`config.mk`:
```
export PLATFORM = sky130hd
export DESIGN_NAME = flag_unit
export DESIGN_NICKNAME = d
export VERILOG_FILES = /design/src/rtl/pipe_pkg.sv /design/src/rtl/flag_pend_stage.sv /design/src/rtl/flag_unit.sv
export SDC_FILE = /design/constraint.sdc
export NUM_CORES = 1
export LEC_CHECK = 0
export ABC_AREA = 1
export BUFFER_PORTS_ARGS = -buffer_cell sky130_fd_sc_hd__buf_2
export CAP_MARGIN = 5
export CORE_UTILIZATION = 50
export CTS_BUF_LIST = sky130_fd_sc_hd__clkbuf_8
export CTS_CLUSTER_SIZE = 24
export DETAILED_ROUTE_END_ITERATION = 6
export PLACE_DENSITY = 0.81
export SLEW_MARGIN = 25
export SYNTH_ARGS = -nofsm -noshare
export SYNTH_HDL_FRONTEND = slang
export SYNTH_SLANG_ARGS = --single-unit
```
`constraint.sdc`:
```
create_clock -name clk -period 1.1 [get_ports clk]
set_input_delay 0.165 -clock clk [delete_from_list [all_inputs] [get_ports clk]]
set_output_delay 0.165 -clock clk [all_outputs]
set_load 0.05 [all_outputs]
```
`src/rtl/pipe_pkg.sv`:
```
// Flag-pipeline constants and helpers shared by flag_unit, branch_unit and control.
// Flags are ordered {N, Z, C, V}.
package pipe_pkg;

  localparam int FLAG_W = 4;

  localparam int N_BIT = 3;
  localparam int Z_BIT = 2;
  localparam int C_BIT = 1;
  localparam int V_BIT = 0;

  localparam logic [3:0] MASK_ALL   = 4'b1111;
  localparam logic [3:0] MASK_LOGIC = 4'b1110;
  localparam logic [3:0] MASK_NZ    = 4'b1100;

  typedef struct packed {
    logic              valid;
    logic [FLAG_W-1:0] data;
  } flag_pend_t;

  // Replace only the bits selected by mask; all other bits keep their old value.
  function automatic logic [FLAG_W-1:0] merge_flags(
    input logic [FLAG_W-1:0] old_flags,
    input logic [FLAG_W-1:0] upd_flags,
    input logic [FLAG_W-1:0] mask
  );
    return (old_flags & ~mask) | (upd_flags & mask);
  endfunction

endpackage

```
`src/rtl/flag_pend_stage.sv`:
```
// One in-flight flag write {valid, data}; holds its contents while the pipeline stalls.
module flag_pend_stage
  import pipe_pkg::*;
(
  input  logic              clk,
  input  logic              rst_n,
  input  logic              hold_i,
  input  logic              valid_i,
  input  logic [FLAG_W-1:0] data_i,
  output logic              valid_o,
  output logic [FLAG_W-1:0] data_o
);

  flag_pend_t pend_d;
  flag_pend_t pend_q;

  // Next-entry selection: keep the current entry on hold, otherwise take the upstream one.
  always_comb begin
    pend_d = pend_q;
    if (hold_i) begin
      pend_d = pend_q;
    end else begin
      pend_d.valid = valid_i;
      pend_d.data  = data_i;
    end
  end

  // Entry register.
  always_ff @(posedge clk or negedge rst_n) begin
    if (!rst_n) begin
      pend_q <= '{valid: 1'b0, data: {FLAG_W{1'b0}}};
    end else begin
      pend_q <= pend_d;
    end
  end

  assign valid_o = pend_q.valid;
  assign data_o  = pend_q.data;

endmodule

```
`src/rtl/flag_unit.sv`:
```
// NZCV flag producer: captures EX flag writes, tracks them through MEM/WB, commits
// them architecturally, merges multiplier N/Z results and forwards the youngest value.
module flag_unit
  import pipe_pkg::*;
#(
  parameter int                 FLAG_W_P = FLAG_W,
  parameter logic [FLAG_W-1:0]  MUL_MASK = MASK_NZ
) (
  input  logic              clk,
  input  logic              rst_n,
  input  logic              ex_valid,
  input  logic              set_flags,
  input  logic [FLAG_W-1:0] alu_flags,
  input  logic [FLAG_W-1:0] alu_mask,
  input  logic              stall,
  input  logic              flush,
  input  logic              mul_start,
  input  logic              mul_done,
  input  logic [FLAG_W-1:0] mul_flags,
  output logic [FLAG_W-1:0] flags,
  output logic [FLAG_W-1:0] flags_arch,
  output logic              flag_hazard,
  output logic              mul_err
);

  logic              cap_s;
  logic [FLAG_W-1:0] fwd_flags_s;
  logic [FLAG_W-1:0] new_flags_s;

  logic              mem_valid_s;
  logic [FLAG_W-1:0] mem_data_s;
  logic              wb_valid_s;
  logic [FLAG_W-1:0] wb_data_s;

  logic [FLAG_W-1:0] arch_d;
  logic [FLAG_W-1:0] arch_q;
  logic              mul_busy_d;
  logic              mul_busy_q;
  logic              mul_err_d;
  logic              mul_err_q;

  logic              mul_commit_s;

  // Forwarded view: youngest valid in-flight write wins, else the committed flags.
  always_comb begin
    fwd_flags_s = arch_q;
    if (mem_valid_s) begin
      fwd_flags_s = mem_data_s;
    end else if (wb_valid_s) begin
      fwd_flags_s = wb_data_s;
    end else begin
      fwd_flags_s = arch_q;
    end
  end

  // Merging onto the forwarded view keeps the newest C/V for partially updating ops.
  assign cap_s       = ex_valid & set_flags & ~flush & ~stall;
  assign new_flags_s = merge_flags(fwd_flags_s, alu_flags, alu_mask);

  flag_pend_stage u_pend_mem (
    .clk     (clk),
    .rst_n   (rst_n),
    .hold_i  (stall),
    .valid_i (cap_s),
    .data_i  (new_flags_s),
    .valid_o (mem_valid_s),
    .data_o  (mem_data_s)
  );

  flag_pend_stage u_pend_wb (
    .clk     (clk),
    .rst_n   (rst_n),
    .hold_i  (stall),
    .valid_i (mem_valid_s),
    .data_i  (mem_data_s),
    .valid_o (wb_valid_s),
    .data_o  (wb_data_s)
  );

  assign mul_commit_s = mul_done & mul_busy_q;

  // Architectural commit: WB write first (not while stalled), then multiply N/Z on top.
  always_comb begin
    arch_d = arch_q;
    if (!stall && wb_valid_s) begin
      arch_d = wb_data_s;
    end else begin
      arch_d = arch_q;
    end
    if (mul_commit_s) begin
      arch_d = merge_flags(arch_d, mul_flags, MUL_MASK);
    end else begin
      arch_d = arch_d;
    end
  end

  // Multiply tracking: a start in the completing cycle re-arms busy without an error.
  always_comb begin
    mul_busy_d = mul_busy_q;
    mul_err_d  = mul_err_q;
    if (mul_commit_s) begin
      mul_busy_d = mul_start;
    end else if (mul_start) begin
      if (mul_busy_q) begin
        mul_err_d = 1'b1;
      end else begin
        mul_busy_d = 1'b1;
      end
    end else begin
      mul_busy_d = mul_busy_q;
    end
  end

  // Architectural flags and multiply status registers.
  always_ff @(posedge clk or negedge rst_n) begin
    if (!rst_n) begin
      arch_q     <= {FLAG_W{1'b0}};
      mul_busy_q <= 1'b0;
      mul_err_q  <= 1'b0;
    end else begin
      arch_q     <= arch_d;
      mul_busy_q <= mul_busy_d;
      mul_err_q  <= mul_err_d;
    end
  end

  assign flags       = fwd_flags_s;
  assign flags_arch  = arch_q;
  assign flag_hazard = mul_busy_q;
  assign mul_err     = mul_err_q;

endmodule

```
# Word-level counts from Yosys, hierarchy flattened
# Index checks and enable logic that the tools add are counted.
totals:
  wordCells: 31
  in_bits: 20
  output_inout_bits: 10
  register_bits: 16
classes:
  bitwise: 12
  n_reduce_logical: 5
  mux: 6
ops:
  columns: ["operator", "n"]
  rows:
  - ["two-way mux 4 bit", 4]
  - ["AND 4 bit", 2]
  - ["AND 1 bit", 4]
  - ["NOT 4 bit", 1]
  - ["OR 2 x 4 -> 4 bit", 1]
  - ["OR 4 bit", 1]
  - ["nonzero test 2 bit", 2]
  - ["NOT 1 bit", 3]
  - ["AND reduction 3 bit", 1]
  - ["two-way mux 1 bit", 2]
  - ["logical AND 1 bit", 1]
  - ["zero test 1 bit", 1]

# Depth between registers and ports, before layout
# Gate-level depths: netlist of run 1.
logic_depth:
  ltp_word: 5
  mapped_depth: 7
  mapped_depth_nobuf: 6

# Modules after synthesis
# From an unflattened synthesis of run 1, not the netlist that was laid out.
unflattened:
  cells_unflattened: 109
  area_unflattened_um2: 800.8
modules_own_cells:
  columns: ["module", "area_each_um2", "n_inst", "cells_each", "seq_area_each_um2"]
  rows:
  - ["flag_unit", 430.4, 1, 67, 150.1]
  - ["flag_pend_stage", 185.2, 2, 21, 125.1]

# Worst setup path after synthesis of run 1
# No wires, ideal clock.
synth_path:
  path_type: "flip-flop to output port"
  startpoint: "reg arch_q[3] (netlist: flags_arch[3])"
  endpoint: "out flags[3]"
  stages_incl_launch_ff: 5
  arrival_time_ns: 1.201
  required_time_ns: 0.935
  path_slack_ns: -0.266
  path_cell_list: "dfrtp_1 -> inv_1 -> nand2_1 -> nand3_2 -> nand2_1"
synth_between:
  elab_chain_len: 2
synth_lines:
  columns: ["element", "line_no", "text"]
  rows:
  - ["start, declared", "flag_unit.sv:36", "logic [FLAG_W-1:0] arch_q;"]
  - ["start signal, assigned", "flag_unit.sv:117", "arch_q <= {FLAG_W{1'b0}};"]
  - ["start signal, assigned", "flag_unit.sv:121", "arch_q <= arch_d;"]
  - ["two-way mux 4 bit", "flag_unit.sv:49", "end else if (wb_valid_s) begin"]
  - ["two-way mux 4 bit", "flag_unit.sv:47", "if (mem_valid_s) begin"]
  - ["end, declared", "flag_unit.sv:20", "output logic [FLAG_W-1:0] flags,"]
# Every way passes these cells.

# Worst setup path in the final report of run 1
layout_path:
  startpoint: "reg u_pend_wb.pend_q (netlist bit u_pend_wb.valid_o)"
  endpoint: "out flags[1]"
layout_between:
  elab_chain_len: 2
layout_lines:
  columns: ["element", "line_no", "text"]
  rows:
  - ["start, declared", "flag_pend_stage.sv:15", "flag_pend_t pend_q;"]
  - ["start signal, assigned", "flag_pend_stage.sv:31", "pend_q <= '{valid: 1'b0, data: {FLAG_W{1'b0}}};"]
  - ["start signal, assigned", "flag_pend_stage.sv:33", "pend_q <= pend_d;"]
  - ["two-way mux 4 bit", "flag_unit.sv:49", null]
  - ["two-way mux 4 bit", "flag_unit.sv:47", null]
# Every way passes these cells.

==> impl_table.tex, run 1 <==
\begin{tabular}{lr}
\hline
Metric & Value \\
\hline
\multicolumn{2}{l}{\textbf{Timing}} \\
Fin. Hold Viols & 0 \\
Timing-limited maximum frequency & approximately 0.76 GHz \\
RSZ-0062 raised after global routing & true \\
Post-route worst hold slack & roughly 110 ps \\
Total count of max-transition violations in the final report & 0 \\
Tightest slew margin relative to the limit & around 76\% \\
Final critical-path share of the clock period & 120\% \\
Minimum clock period after layout & approximately 1300 ps \\
Setup Skew & between 6 and 7 ps \\
Worst-margin pin slew & between 300 and 400 ps \\
Minimum setup slack in the final design & -223 ps \\
Final-report setup violation count & 5 \\
\multicolumn{2}{l}{\textbf{Clocking}} \\
Max Buffers Root-to-Sink & 2 \\
Clock Pin Slew Worst Setup and Hold Paths & about 60 ps \\
Clock root cell & sky130\_fd\_sc\_hd\_\_clkbuf\_8 \\
CTS sink count & 16 \\
Clock tree from TritonCTS & yes \\
Number of H-tree levels & 1 \\
Source-to-sink clock delay at the later pin of the worst-skew pair & $\sim$250 ps \\
TritonCTS Buffers & 3 \\
\multicolumn{2}{l}{\textbf{Placement}} \\
Placement Setup Slack & -75.6 ps \\
Last weighted congestion value of the routability-driven placer & 0.830 \\
Area post-placement & 0.00103 mm\^{}2 \\
DP HPWL & about 1.4 mm \\
Post-Place Cells & between 150 and 200 \\
Number of buffer cells added on primary ports & 27 \\
\multicolumn{2}{l}{\textbf{Routing}} \\
Number of routed nets with antenna violations & 0 \\
Total detailed-routing wirelength & slightly below 2 mm \\
DR DRC count & 0 \\
Total number of vias & 807 \\
First drt pass iteration count & 4 \\
Via density per instance & between 4 and 5 \\
Average wire per standard cell & $\sim$12 um \\
Iteration-0 DRC count of the detailed router & 25 \\
\multicolumn{2}{l}{\textbf{Worst hold path}} \\
WHS Path Cells & 2 \\
Worst hold path type & input pin to register \\
\multicolumn{2}{l}{\textbf{Logic synthesis}} \\
Syn Area/Cell & 7.67 um\^{}2 \\
Distinct cell type count of the synthesized netlist & 19 \\
Cell types with the largest area share after synthesis & sky130\_fd\_sc\_hd\_\_dfrtp\_1, sky130\_fd\_sc\_hd\_\_nand2\_1, sky130\_fd\_sc\_hd\_\_inv\_1 \\
Largest area contributor in the netlist & sky130\_fd\_sc\_hd\_\_dfrtp\_1 \\
Syn Std Cell Area & 828 um\^{}2 \\
Area share of the leading cell type in the synthesized netlist & between 40\% and 50\% \\
Sequential fraction of the synthesis area & 48.3\% \\
Count of synthesis-stage warnings from yosys & 0 \\
Number of storage elements in the synthesis netlist & 16 \\
Total nets after synthesis & between 100 and 150 \\
Count of mapped cells out of synthesis & 108 \\
\multicolumn{2}{l}{\textbf{Floorplan}} \\
Area enclosed by the die boundary & 0.00182 mm\^{}2 \\
Starting density of the core & between 50\% and 60\% \\
Top-level port count & 30 \\
Std cell rows & 14 \\
Core outline area & between 0.0015 and 0.002 mm\^{}2 \\
Height of the chip & about 43 um \\
Width of the die & 42.7 um \\
\multicolumn{2}{l}{\textbf{Setup path}} \\
Delay-heaviest family, CP & flip-flops \\
Crit path buf inv count & 2 \\
Chain of cells forming the critical path & inv\_4 > nand2\_1 > nand3\_2 > nand2\_2 > buf\_8 \\
Max Fanout on Critical Path & 7 \\
Number of cells on the worst reg-to-reg path & 8 \\
Required time worst endpoint & around 940 ps \\
Critical path type & register to primary output \\
Highest cell delay on the worst timing path & 460 ps \\
Launching element type of the critical path & register \\
Capturing element type of the critical path & primary output \\
Worst setup slack for register-to-register paths & -80 ps \\
Cell type of the slowest stage on the worst timing path & sky130\_fd\_sc\_hd\_\_dfrtp\_2 \\
Crit path arrival time & 1160 ps \\
Total stage count of the critical path & 5 \\
\multicolumn{2}{l}{\textbf{Cells and area}} \\
Relative area change from synthesis to final layout & 40.8\% \\
Non-Filler Cell Area, Final & approximately 0.0012 mm\^{}2 \\
Number of nets in the layout & 167 \\
Number of cells in the finished layout apart from fillers & about 160 \\
Proportion of layout cells with a drive suffix above 1 & between 40\% and 50\% \\
Filler cells & 110 \\
Antenna diode instance count & 0 \\
\multicolumn{2}{l}{\textbf{Job}} \\
Max-cap viol count & 0 \\
\multicolumn{2}{l}{\textbf{Global route}} \\
Antenna violations before repair & 0 \\
Largest net degree at the start of global routing & 17 \\
Wire length of the first global-routing pass & 3.14 mm \\
Number of global-route vias before repair & roughly 800 \\
Tot GR Track Use & between 20\% and 30\% \\
GR Overflow Total & 0 \\
\multicolumn{2}{l}{\textbf{Status}} \\
Violations in the final reports & setup timing \\
Run status & complete, but fails checks \\
\multicolumn{2}{l}{\textbf{Power and ir drop}} \\
Peak supply drop & approximately 0.0012 V \\
Power per Cell Area & roughly 1800 mW/mm\^{}2 \\
Leakage component of the power & 0.641 nW \\
Tot Pwr & a little over 2 mW \\
\hline
\end{tabular}
==> stage by stage <==
stage / setup TNS [ps] / utilization, %
after detailed placement: -290 / 67.7
final: -922 / 76.5
after CTS: -824 / 73.6
after floorplan: -10.4 / -
after global routing: -1230 / 76.5
after global placement: -176 / 67.7
==> where the power goes <==
group	total (mW)	switching, mW	internal (mW)
Sequential	0.755	0.0693	0.686
Clock	0.440	0.193	0.247
Combinational	0.882	0.561	0.321
Total	2.08	0.823	1.25
==> cell type report <==
class | count | area (um^2) | area share (%)
Multi-Input combinational cell | 72 | 374 | 32.1
Clock inverter | 1 | 3.75 | 0.322
Tap cell | 16 | 20.0 | 1.72
Sequential cell | 16 | 408 | 35.0
Timing Repair Buffer | 37 | 253 | 21.7
Clock buffer | 3 | 41.3 | 3.54
Inverter | 17 | 66.3 | 5.69
==> path summary, 6_finish.rpt <==
check / start / endpoint
min in group asynchronous: rst_n / flags_arch[3]
worst max-delay path: u_pend_wb.valid_o / flags[1]
max in group asynchronous: rst_n / flags_arch[2]
worst min register to register: mul_err / mul_err
worst max register to register: u_pend_wb.valid_o / u_pend_mem.data_o[2]
worst min-delay path: mul_start / flag_hazard
==> synth_stat cells <==
cell type                   n
sky130_fd_sc_hd__buf_2      2
sky130_fd_sc_hd__nand3_1    4
sky130_fd_sc_hd__o21ai_0    3
sky130_fd_sc_hd__inv_4      1
sky130_fd_sc_hd__nand3_2    5
sky130_fd_sc_hd__dfrtp_1   16
sky130_fd_sc_hd__nor2_1    10
sky130_fd_sc_hd__a31o_2     1
sky130_fd_sc_hd__inv_1     14
sky130_fd_sc_hd__nand4_1    1
sky130_fd_sc_hd__o211ai_1   1
sky130_fd_sc_hd__inv_2      2
sky130_fd_sc_hd__o21ai_1    5
sky130_fd_sc_hd__nand2_1   37
sky130_fd_sc_hd__nand2_2    2
sky130_fd_sc_hd__o22ai_1    1
sky130_fd_sc_hd__buf_6      1
sky130_fd_sc_hd__nor3_1     1
sky130_fd_sc_hd__a21o_1     1
==> placed cells by master, fill, tap and decap left out <==
| master | instances |
|---|---|
| sky130_fd_sc_hd__o22ai_2 | 1 |
| sky130_fd_sc_hd__buf_4 | 9 |
| sky130_fd_sc_hd__dlygate4sd3_1 | 1 |
| sky130_fd_sc_hd__a21o_1 | 1 |
| sky130_fd_sc_hd__nor2_1 | 10 |
| sky130_fd_sc_hd__o211ai_1 | 1 |
| sky130_fd_sc_hd__nand2_1 | 30 |
| sky130_fd_sc_hd__buf_8 | 4 |
| sky130_fd_sc_hd__o21ai_0 | 3 |
| sky130_fd_sc_hd__clkbuf_8 | 3 |
| sky130_fd_sc_hd__inv_4 | 1 |
| sky130_fd_sc_hd__nand3_1 | 4 |
| sky130_fd_sc_hd__dfrtp_2 | 6 |
| sky130_fd_sc_hd__nand2_4 | 1 |
| sky130_fd_sc_hd__nand2_2 | 8 |
| sky130_fd_sc_hd__buf_2 | 23 |
| sky130_fd_sc_hd__nor3_2 | 1 |
| sky130_fd_sc_hd__inv_2 | 2 |
| sky130_fd_sc_hd__nand4_1 | 1 |
| sky130_fd_sc_hd__a31o_2 | 1 |
| sky130_fd_sc_hd__o21ai_1 | 5 |
| sky130_fd_sc_hd__nand3_2 | 5 |
| sky130_fd_sc_hd__inv_1 | 15 |
| sky130_fd_sc_hd__dfrtp_1 | 10 |
==> per-layer routing <==
layer / GRT usage, % / part of all wire [%] / vias up
li1: - / - / 412
met1: 27.2 / 43 / 371
met2: 40.0 / 52 / 20
met3: 3.83 / 3.3 / 4
met4: 7.50 / 1.1 / 0
met5: 0 / 0 / -
==> repair_timing <==
action                     CTS  global route
pin swaps                    0             0
setup endpoints to repair    5             7
resized for setup           12             7
hold buffers                 1             0
hold endpoints to repair    16             0
setup buffers                0             2
==> logic make-up after synthesis <==
logic type             share of synthesized area [%]
AOI/OAI and AO/OA                               8.46
buffers and inverters                           10.6
and+or+nand+nor                                 32.6
DFF                                             48.3
No activity file was read; power rests on OpenSTA's default activity.
==> run 2: changes to the inputs <==
- GPL_TIMING_DRIVEN: default -> 0
==> impl_table.tex, run 2 (synthesis gave the netlist of run 1 again) <==
\begin{tabular}{lr}
\hline
Metric & Value \\
\hline
\multicolumn{2}{l}{\textbf{Clocking}} \\
Source-to-sink clock delay at the later pin of the worst-skew pair & about 250 ps \\
Clock tree from TritonCTS & yes \\
TritonCTS Buffers & 3 \\
Clock root cell & sky130\_fd\_sc\_hd\_\_clkbuf\_8 \\
Max Buffers Root-to-Sink & 2 \\
Number of H-tree levels & 1 \\
CTS sink count & 16 \\
Clock Pin Slew Worst Setup and Hold Paths & about 60 ps \\
\multicolumn{2}{l}{\textbf{Placement}} \\
Number of buffer cells added on primary ports & 27 \\
Post-Place Cells & about 150 \\
Last weighted congestion value of the routability-driven placer & $\sim$0.82 \\
DP HPWL & about 1.4 mm \\
\multicolumn{2}{l}{\textbf{Floorplan}} \\
Std cell rows & 14 \\
Area enclosed by the die boundary & approximately 0.0018 mm\^{}2 \\
Height of the chip & around 43 um \\
Width of the die & roughly 43 um \\
Core outline area & 0.00152 mm\^{}2 \\
Top-level port count & 30 \\
Starting density of the core & 54.4\% \\
\multicolumn{2}{l}{\textbf{Setup path}} \\
Launching element type of the critical path & register \\
Capturing element type of the critical path & primary output \\
Worst setup slack for register-to-register paths & -70 ps \\
Worst R2R Start & u\_pend\_wb.valid\_o \\
Required time worst endpoint & roughly 940 ps \\
Worst reg2reg endpoint & u\_pend\_mem.data\_o[2] \\
Number of cells on the worst reg-to-reg path & 9 \\
Critical path type & register to primary output \\
Max Fanout on Critical Path & 8 \\
Endpoint of the most critical setup path & flags[2] \\
Setup crit start & u\_pend\_wb.valid\_o \\
Crit path arrival time & between 1000 and 1500 ps \\
\multicolumn{2}{l}{\textbf{Global route}} \\
Tot GR Track Use & between 20\% and 30\% \\
Antenna violations before repair & 0 \\
GR Overflow Total & 0 \\
Number of global-route vias before repair & 847 \\
Wire length of the first global-routing pass & roughly 3.6 mm \\
Largest net degree at the start of global routing & 17 \\
\multicolumn{2}{l}{\textbf{Cells and area}} \\
Filler cells & 100 \\
Antenna diode instance count & 0 \\
Number of nets in the layout & around 170 \\
Relative area change from synthesis to final layout & 47.1\% \\
Number of cells in the finished layout apart from fillers & 163 \\
Proportion of layout cells with a drive suffix above 1 & 49.0\% \\
Commonest cells after routing, fill and taps aside & sky130\_fd\_sc\_hd\_\_buf\_2, sky130\_fd\_sc\_hd\_\_nand2\_1, sky130\_fd\_sc\_hd\_\_inv\_1 \\
Most frequent standard cell in the layout excluding fill and tap cells & sky130\_fd\_sc\_hd\_\_buf\_2 \\
\multicolumn{2}{l}{\textbf{Power and ir drop}} \\
Internal power of the cells & 1.33 mW \\
Combinational fraction of design power & 42.0\% \\
Flop pwr share & between 30 and 40\% \\
Peak supply drop & between 0.0015 and 0.002 V \\
Leakage component of the power & $\sim$0.65 nW \\
Net switching power of the design & 0.880 mW \\
Sw Share & between 30\% and 40\% \\
Power per Cell Area & 1820 mW/mm\^{}2 \\
Fraction of power consumed by the clock network & a little under a quarter \\
\multicolumn{2}{l}{\textbf{Routing}} \\
Average wire per standard cell & between 10 and 15 um \\
Iteration-0 DRC count of the detailed router & 8 \\
First drt pass iteration count & 4 \\
Number of routed nets with antenna violations & 0 \\
Total detailed-routing wirelength & 2.29 mm \\
Via density per instance & 5.34 \\
DR DRC count & 0 \\
Total number of vias & between 800 and 900 \\
\multicolumn{2}{l}{\textbf{Timing}} \\
Minimum clock period after layout & $\sim$1400 ps \\
Setup Skew & between 1.5 and 2 ps \\
Minimum setup slack in the final design & -253 ps \\
Final-report setup violation count & 5 \\
Timing-limited maximum frequency & 0.739 GHz \\
Final setup TNS & -1070 ps \\
Total count of max-transition violations in the final report & 0 \\
RSZ-0062 raised after global routing & true \\
Worst-margin pin slew & approximately 360 ps \\
Final critical-path share of the clock period & 123\% \\
Tightest slew margin relative to the limit & 75.9\% \\
Fin. Hold Viols & 0 \\
\multicolumn{2}{l}{\textbf{Worst hold path}} \\
Startpoint of the most critical hold path & mul\_flags[3] \\
Worst hold path type & input pin to register \\
\multicolumn{2}{l}{\textbf{Status}} \\
Violations in the final reports & setup timing \\
Run status & complete, but fails checks \\
\multicolumn{2}{l}{\textbf{Job}} \\
Max-cap viol count & 0 \\
\hline
\end{tabular}
run 2: changes by cell type in the layout (fill, tap and decap cells not counted), moves of 2 or more:
cell,previous run,this run
sky130_fd_sc_hd__nand2_4,1,3
sky130_fd_sc_hd__nand2_2,8,12
sky130_fd_sc_hd__nand2_1,30,24
sky130_fd_sc_hd__buf_6,0,2
sky130_fd_sc_hd__buf_2,23,25
sky130_fd_sc_hd__buf_4,9,6
run 2: how the worst min path moves through the flow:
stage	end	slack [ps]	cells past startpoint
floorplan	asynchronous set/reset pin	-130	0
global placement	u_pend_wb.data_o[2]	90	1
detailed placement	u_pend_wb.data_o[3]	90	1
CTS	flag_hazard	120	2
global route	flag_hazard	150	2
finish	flags_arch[3]	140	3
run 2: metrics by stage:
stage                     worst slack [ps]  area (um^2)  utilization (%)  hold slack, ps  power (mW)
after global placement               -59.8         1000             65.6            89.0        1.44
after CTS                             -253         1140             74.8             119        2.12
after floorplan                      -10.4          845                -            -131        1.29
final                                 -253         1220             80.0             140        2.21
after detailed placement             -78.4         1000             65.6            93.6        1.47
after global routing                  -291         1220             80.0             151        2.31
run 2: worst max-delay path: stages (launching register included):
cell and delay, ps:
sky130_fd_sc_hd__dfrtp_1 370, sky130_fd_sc_hd__buf_6 140, sky130_fd_sc_hd__inv_6 70, sky130_fd_sc_hd__nand2_2 60
sky130_fd_sc_hd__nand3_2 70, sky130_fd_sc_hd__nand2_2 70, sky130_fd_sc_hd__buf_8 150
run 2: what timing repair did:
item / CTS / global route
setup buffers: 5 / 2
hold endpoints to repair: 16 / 0
pin swaps: 4 / 5
gates resized for setup: 12 / 18
hold buffers: 1 / 0
setup endpoints to repair: 4 / 7
run 2: layout make-up:
class	instances	area, um^2	area share, %
plain buffers	3	21.3	1.75
clock buffers	4	55.1	4.52
inverters	17	71.3	5.85
multi-input cells	72	402	33.0
flip-flops and latches	16	408	33.5
well taps	16	20.0	1.64
repair buffers	35	241	19.8
run 2: metal layers:
layer  global-route usage (%)  share of wire (%)  vias up
li1                         -                  -      412
met1                     30.9                 37      414
met2                     47.6                 54       36
met3                     5.53                4.9        8
met4                     18.1                3.7        0
met5                        0                  0        -
run 2: power groups by stage:
| stage | Clock, mW | Combinational [mW] | Sequential (mW) |
|---|---|---|---|
| final | 0.529 | 0.930 | 0.755 |
| after global routing | 0.552 | 0.991 | 0.766 |
| after CTS | 0.532 | 0.840 | 0.745 |
| after global placement | 0 | 0.693 | 0.750 |
| after floorplan | 0 | 0.400 | 0.886 |
| after detailed placement | 0 | 0.711 | 0.756 |
==> run 3: changes to the inputs <==
- CORE_UTILIZATION: 50 -> 41
- PLACE_DENSITY: 0.81 -> 0.76
- clock period: 1.1 -> 1.55 ns (I/O delays scaled with it)
==> impl_table.tex, run 3 (synthesis gave the netlist of run 1 again) <==
\begin{tabular}{lr}
\hline
Metric & Value \\
\hline
\multicolumn{2}{l}{\textbf{Status}} \\
Run status & finished, final reports clean \\
\multicolumn{2}{l}{\textbf{Global route}} \\
Wire length of the first global-routing pass & 2.97 mm \\
Tot GR Track Use & 20.2\% \\
GR Overflow Total & 0 \\
Number of global-route vias before repair & approximately 730 \\
Largest net degree at the start of global routing & 17 \\
Antenna violations before repair & 0 \\
\multicolumn{2}{l}{\textbf{Power and ir drop}} \\
Leakage component of the power & around 0.59 nW \\
Peak supply drop & around 0.001 V \\
Power per Cell Area & between 1000 and 1500 mW/mm\^{}2 \\
\multicolumn{2}{l}{\textbf{Worst hold path}} \\
Worst hold path type & input pin to register \\
Startpoint of the most critical hold path & mul\_start \\
\multicolumn{2}{l}{\textbf{Cells and area}} \\
Most frequent standard cell in the layout excluding fill and tap cells & sky130\_fd\_sc\_hd\_\_nand2\_1 \\
Filler cells & 180 \\
Number of nets in the layout & roughly 160 \\
Multi-input gate area in the final layout & between 300 and 400 um\^{}2 \\
Relative area change from synthesis to final layout & 27.8\% \\
Share of the core filled with cells in the final layout & about three fifths \\
Antenna diode instance count & 0 \\
Proportion of layout cells with a drive suffix above 1 & between 30\% and 40\% \\
Sequential cell area & 400 um\^{}2 \\
Commonest cells after routing, fill and taps aside & sky130\_fd\_sc\_hd\_\_nand2\_1, sky130\_fd\_sc\_hd\_\_buf\_2, sky130\_fd\_sc\_hd\_\_dfrtp\_1 \\
\multicolumn{2}{l}{\textbf{Clocking}} \\
Clock tree from TritonCTS & yes \\
Number of H-tree levels & 1 \\
CTS sink count & 16 \\
Clock root cell & sky130\_fd\_sc\_hd\_\_clkbuf\_8 \\
Clock Pin Slew Worst Setup and Hold Paths & roughly 60 ps \\
TritonCTS Buffers & 3 \\
Max Buffers Root-to-Sink & 2 \\
Source-to-sink clock delay at the later pin of the worst-skew pair & 250 ps \\
\multicolumn{2}{l}{\textbf{Setup path}} \\
Chain of cells forming the critical path & inv\_4 > nand3\_2 > nand2\_1 > clkbuf\_4 \\
Delay-heaviest family, CP & flip-flops \\
Launching element type of the critical path & register \\
Required time worst endpoint & 1320 ps \\
Setup crit start & u\_pend\_mem.valid\_o \\
Crit path arrival time & roughly 1300 ps \\
Capturing element type of the critical path & primary output \\
Cell type of the slowest stage on the worst timing path & sky130\_fd\_sc\_hd\_\_dfrtp\_1 \\
Highest cell delay on the worst timing path & between 400 and 500 ps \\
Worst R2R Start & u\_pend\_wb.valid\_o \\
Max Fanout on Critical Path & 6 \\
Critical path type & register to primary output \\
Crit path buf inv count & 2 \\
\multicolumn{2}{l}{\textbf{Timing}} \\
Total count of max-transition violations in the final report & 0 \\
Tightest slew margin relative to the limit & 76.2\% \\
Worst-margin pin slew & around 360 ps \\
Timing-limited maximum frequency & approximately 0.67 GHz \\
Fin. Hold Viols & 0 \\
Minimum clock period after layout & between 1000 and 1500 ps \\
RSZ-0062 raised after global routing & false \\
Final-report setup violation count & 0 \\
Setup Skew & 0.552 ps \\
Final critical-path share of the clock period & 95.7\% \\
Final setup TNS & 0 ps \\
\multicolumn{2}{l}{\textbf{Job}} \\
Max-cap viol count & 0 \\
\multicolumn{2}{l}{\textbf{Floorplan}} \\
Height of the chip & roughly 47 um \\
Starting density of the core & 46.0\% \\
Core outline area & around 0.0018 mm\^{}2 \\
Width of the die & about 47 um \\
Area enclosed by the die boundary & about 0.0022 mm\^{}2 \\
Top-level port count & 30 \\
Std cell rows & 15 \\
\multicolumn{2}{l}{\textbf{Placement}} \\
Number of buffer cells added on primary ports & 27 \\
DP HPWL & around 1.4 mm \\
Last weighted congestion value of the routability-driven placer & between 0.7 and 0.8 \\
\multicolumn{2}{l}{\textbf{Routing}} \\
Iteration-0 DRC count of the detailed router & 8 \\
Number of routed nets with antenna violations & 0 \\
First drt pass iteration count & 4 \\
Total detailed-routing wirelength & 1.79 mm \\
Via density per instance & approximately 4.8 \\
Average wire per standard cell & approximately 11 um \\
DR DRC count & 0 \\
Total number of vias & 790 \\
\hline
\end{tabular}
## run 3: changes by cell type in the layout (fill, tap and decap cells not counted), moves of 3 or more
cell and change:
sky130_fd_sc_hd__nand2_4 -3, sky130_fd_sc_hd__dfrtp_1 +6, sky130_fd_sc_hd__buf_8 -4, sky130_fd_sc_hd__clkbuf_4 +4
sky130_fd_sc_hd__nand2_1 +13, sky130_fd_sc_hd__buf_4 -6, sky130_fd_sc_hd__nand2_2 -10, sky130_fd_sc_hd__dfrtp_2 -6
## run 3: power by group
group	switching (mW)	leakage [nW]	internal, mW
clock network	0.131	0.0216	0.172
logic	0.362	0.378	0.145
registers	0.0430	0.194	0.481
## run 3: path summary, 6_finish.rpt
kind,slack [ps],to,cells past startpoint
setup / recovery,70,flags[2],4
hold / removal,180,flag_hazard,2
setup reg to reg,570,u_pend_mem.data_o[3],7
hold reg to reg,470,mul_err,1
max in group asynchronous,850,u_pend_mem.valid_o,2
min in group asynchronous,440,u_pend_mem.data_o[0],2
## run 3: timing repair
item                       4_1_cts  5_1_grt
setup buffers                    0        0
hold buffers                     1        0
hold endpoints to repair        16        0
gates resized for setup          0        5
setup endpoints to repair        0        4
## run 3: per-layer routing
layer	GRT usage [%]	wire, um
met2	34.4	907
met4	10.3	37
met3	6.92	83
met1	22.3	759
met5	0	0
## run 3: metrics by stage
step / area [um^2] / cells / hold WS (ps) / total power [mW] / worst slack (ps)
after floorplan: 828 / 108 / -63.1 / 0.896 / 117
after global placement: 995 / 160 / 161 / 1.01 / 316
after detailed placement: 995 / 160 / 166 / 1.03 / 283
after CTS: 1050 / 164 / 180 / 1.34 / 10.5
after global routing: 1060 / 164 / 199 / 1.42 / 15.8
final: 1060 / 164 / 183 / 1.33 / 66.6
## run 3: layout make-up
type                    instances  share of cell area (%)
plain buffers                   3                    2.01
flip-flops and latches         16                    37.8
inverters                      17                    6.50
clock buffers                   3                    3.90
multi-input cells              72                    32.2
repair buffers                 28                    14.7
well taps                      25                    2.96
